File: config.mk
export PLATFORM = sky130hd
export DESIGN_NAME = one_hot_encoder
export DESIGN_NICKNAME = d
export VERILOG_FILES = /design/src/rtl/one_hot_encoder.sv
export SDC_FILE = /design/constraint.sdc
export NUM_CORES = 1
export LEC_CHECK = 0
export ABC_AREA = 1
export CAP_MARGIN = 20
export CORE_AREA = 2 2 39 41
export DETAILED_ROUTE_END_ITERATION = 6
export DIE_AREA = 0 0 41 43
export GPL_TIMING_DRIVEN = 1
export PLACE_DENSITY = 0.45
export SYNTH_ARGS = -nofsm -noshare
export SYNTH_HDL_FRONTEND = slang
export SYNTH_SLANG_ARGS = --single-unit
File: constraint.sdc
create_clock -name clk -period 1.1 [get_ports clk]
set_clock_uncertainty 0.1 [all_clocks]
set_input_delay 0.165 -clock clk [delete_from_list [all_inputs] [get_ports clk]]
set_output_delay 0.165 -clock clk [all_outputs]
set_load 0.1 [all_outputs]
File: src/rtl/one_hot_encoder.sv
// one_hot_encoder: binary index to one-hot vector.
//   - Combinational path: one_hot_out / range_err follow binary_in in the
//     same delta, independent of clk, rst_n and in_valid.
//   - Registered path: one_hot_q / range_err_q / out_valid, one cycle behind.
//   - Optional invariant checker, enabled by defining ONE_HOT_ENCODER_CHECK_EN.
//     Without it, check_err is tied low and no checker logic exists.
//
// Valid semantics: in_valid qualifies binary_in on a rising clk edge. Every
// qualified input is accepted, with no ready or backpressure. out_valid is
// in_valid delayed by one edge. The data registers load only on qualified
// edges and otherwise hold. out_valid is 1 for exactly one cycle per accepted
// input.
module one_hot_encoder #(
  parameter int INPUT_WIDTH  = 2,
  parameter int OUTPUT_WIDTH = 1 << INPUT_WIDTH
) (
  input  logic                    clk,
  input  logic                    rst_n,
  input  logic [INPUT_WIDTH-1:0]  binary_in,
  input  logic                    in_valid,
  output logic [OUTPUT_WIDTH-1:0] one_hot_out,
  output logic                    range_err,
  output logic [OUTPUT_WIDTH-1:0] one_hot_q,
  output logic                    out_valid,
  output logic                    range_err_q,
  output logic                    check_err
);

  localparam int FULL_WIDTH = 1 << INPUT_WIDTH;

  // Reject illegal parameterisations at elaboration time.
  if (INPUT_WIDTH < 1 || INPUT_WIDTH > 8) begin : g_bad_in_width
    $fatal(1, "one_hot_encoder: INPUT_WIDTH=%0d outside 1..8", INPUT_WIDTH);
  end
  if (OUTPUT_WIDTH < 1 || OUTPUT_WIDTH > FULL_WIDTH) begin : g_bad_out_width
    $fatal(1, "one_hot_encoder: OUTPUT_WIDTH=%0d outside 1..%0d", OUTPUT_WIDTH, FULL_WIDTH);
  end

  // Compare at 32 bits, so an out-of-range index can never alias onto a
  // real output bit.
  logic [31:0] bin_ext;
  assign bin_ext = 32'(binary_in);

  // Each output bit is an equality decode of its own index.
  for (genvar i = 0; i < OUTPUT_WIDTH; i++) begin : g_decode
    assign one_hot_out[i] = (bin_ext == i);
  end

  // Out-of-range codes exist only when the vector is narrower than 2^INPUT_WIDTH.
  if (OUTPUT_WIDTH < FULL_WIDTH) begin : g_range
    assign range_err = (bin_ext >= OUTPUT_WIDTH);
  end else begin : g_no_range
    assign range_err = 1'b0;
  end

  // Registered path: data loads on qualified edges, valid tracks in_valid.
  always_ff @(posedge clk or negedge rst_n) begin
    if (!rst_n) begin
      one_hot_q   <= '0;
      range_err_q <= 1'b0;
      out_valid   <= 1'b0;
    end else begin
      out_valid <= in_valid;
      if (in_valid) begin
        one_hot_q   <= one_hot_out;
        range_err_q <= range_err;
      end
    end
  end

`ifdef ONE_HOT_ENCODER_CHECK_EN
  // Invariant: an in-range code gives exactly one hot bit. An out-of-range
  // code gives no hot bits.
  logic chk_bad;
  assign chk_bad = range_err ? (one_hot_out != '0)
                             : ($countones(one_hot_out) != 1);

  // Sticky flag, set on any qualified edge that breaks the invariant.
  always_ff @(posedge clk or negedge rst_n) begin
    if (!rst_n) begin
      check_err <= 1'b0;
    end else if (in_valid && chk_bad) begin
      check_err <= 1'b1;
    end
  end

`ifndef SYNTHESIS
  // Report the same condition in simulation.
  always @(posedge clk) begin
    if (rst_n && in_valid && chk_bad) begin
      $error("one_hot_encoder: one-hot invariant violated, binary_in=%0d one_hot_out=%b",
             binary_in, one_hot_out);
    end
  end
`endif
`else
  assign check_err = 1'b0;
`endif

endmodule

==> results.sh <==
export IMPL_hold_class="in2async"
export IMPL_placementRows=14
export IMPL_final_common_cell="nand2_1"
export IMPL_instances_no_fill=71
export IMPL_numCtsBuffers=3
export IMPL_finalSetupTns_ps=0
export IMPL_status="finished clean"
export IMPL_grt_pass1_wl_um=952
export IMPL_via_count=245
export IMPL_p_leak_nw=0.294
export IMPL_pwr_share_seq=0.271
export IMPL_cts_htree_levels=1
export IMPL_num_nets_final=61
export IMPL_worstSetupStartpointType="flip-flop"
export IMPL_drtAntennaViolNets=0
export IMPL_report_final_slew_viol_count=0
export IMPL_synth_area_um2=233
export IMPL_grt_pass1_vias=255
export IMPL_min_period_ps=1090
export IMPL_rsz0062_at_grt="yes"
export IMPL_fmax_ghz=0.914
export IMPL_layout_common_cells="10 x nand2_1, 9 x buf_12, 9 x buf_4, 5 x dfrtp_2, 4 x inv_1"
export IMPL_routed_wl_um=553
export IMPL_ioPinCount=17
export IMPL_dpl_hpwl_um=452
export IMPL_crit_chain="buf_12"
export IMPL_num_antenna_cells=0
export IMPL_drv_cap=0
export IMPL_areaGrowthSynthToFinish_pct=147
export IMPL_postLayoutCellArea_um2=574
export IMPL_share_comb_of_total_power=0.469
export IMPL_critical_path_class="reg2out"
export IMPL_path_clk_slew_ps=40
export IMPL_gp_congestion=0.657
export IMPL_core_area_um2=1380
export IMPL_arrival_ps=830
export IMPL_port_buffers=13
export IMPL_clkPwrFrac=0.260
export IMPL_critPathMaxStageDelay_ps=420
export IMPL_hold_ws_ps=42.6
export IMPL_critical_path_peak_fanout=2
export IMPL_setup_violations=0
export IMPL_power_density_nw_per_um2=1380
export IMPL_switching_share=0.416
export IMPL_cp_num_buf_inv=1
export IMPL_start_util=0.168
export IMPL_insertion_delay_ps=240
export IMPL_drt_iter0_drc=1
export IMPL_period_share=0.995
export IMPL_yosysUniqueCellTypes=8
export IMPL_netlist_instances=29
export IMPL_ys_ff_latch=5
export IMPL_grt_max_degree=6
export IMPL_place_area_um2=524
export IMPL_dp_cells=63
export IMPL_clkSinkCount=5
export IMPL_viasPerCell=3.45
export IMPL_yosysWarnings=0
export IMPL_die_h_um=43
export IMPL_peakVddDrop_mv=0.363
export IMPL_drive_gt1_frac=0.582
export IMPL_drc=0
export IMPL_drtPass1Iterations=2
export IMPL_dp_slack_ps=-278
export IMPL_switching_power_w=0.000329
export IMPL_cts_hold_buf=0
export IMPL_syn_avg_cell_area_um2=8.02
export IMPL_ys_seq_area_frac=0.538
export IMPL_track_usage=0.0867
export IMPL_clockBufferDepth=2
export IMPL_cp_slowest_cell="dfrtp_2"
export IMPL_root_buffer="clkbuf_4"
export IMPL_cp_top_family="flip-flops"
export IMPL_overflow=0
export IMPL_dieArea_um2=1760
export IMPL_cp_end_kind="output pin"
export IMPL_layout_setup_ws_ps=5.99
export IMPL_antenna_found_initial=0
export IMPL_critPathRequiredTime_ps=830
export IMPL_p_int_w=0.000462
export IMPL_cts_tree="done"
export IMPL_die_w_um=41
export IMPL_hold_viol=0
export IMPL_post_drt_wl_per_cell_um=7.79
power by group through the flow:
stage	sequential [W]	clock, W	combinational, W
after floorplan	0.000307	0	0.000132
after CTS	0.000214	0.000219	0.000376
final	0.000214	0.000205	0.000372
after global routing	0.000216	0.000229	0.000386
after detailed placement	0.000218	0	0.000361
after global placement	0.000218	0	0.000361
cell usage after synthesis:
| cell type | instances | area, um2 |
|---|---|---|
| nand2_1 | 10 | 37.5 |
| buf_4 | 3 | 22.5 |
| dfrtp_1 | 5 | 125 |
| nand3_1 | 3 | 15.0 |
| inv_1 | 4 | 15.0 |
| nor2_2 | 1 | 6.26 |
| nor2_1 | 2 | 7.51 |
| conb_1 | 1 | 3.75 |
layer usage:
layer  part of all wire  global-route usage  vias up
met3              0.076             0.00524        0
met1               0.38               0.111      103
met5                  0                   0        -
li1                   -                   -      131
met2               0.55               0.103       11
met4                  0               0.120        0
area by class of cell:
type	instances	area, um2
fill	139	810
timing repair buffer	23	289
sequential	5	131
multi-input combinational	19	92.6
clock buffer	4	26.3
tap	16	20.0
inverter	4	15.0
timing repair:
action,CTS,global route
pin swaps,2,1
setup endpoints to repair,8,6
buffers inserted,4,0
resized for setup,6,2
sequential cells by signal, summed over array words and instances, names as in the netlist:
name       flops
out_valid      1
one_hot_q      4
stage by stage:
step,utilization,power (W)
global placement,0.379,0.000578
CTS,0.423,0.000809
global route,0.415,0.000832
finish,0.415,0.000791
floorplan,-,0.000439
detailed placement,0.379,0.000579
path summary, 6_finish.rpt:
kind	start	end	slack, ps	depth (start not counted)
max	one_hot_q[3]	one_hot_q[3]	6	1
min reg2reg	one_hot_q[1]	one_hot_q[1]	420	2
max reg2reg	one_hot_q[2]	one_hot_q[2]	230	3
min in group clk	binary_in[1]	one_hot_q[1]	190	4
max in group asynchronous	rst_n	one_hot_q[2]	660	1
min	rst_n	one_hot_q[3]	40	1
kinds of logic after synthesis:
| family | share of synthesized area |
|---|---|
| DFF | 0.538 |
| other | 0.0161 |
| and+or+nand+nor | 0.285 |
| buffers and inverters | 0.161 |
No activity file was read; power rests on OpenSTA's default activity.
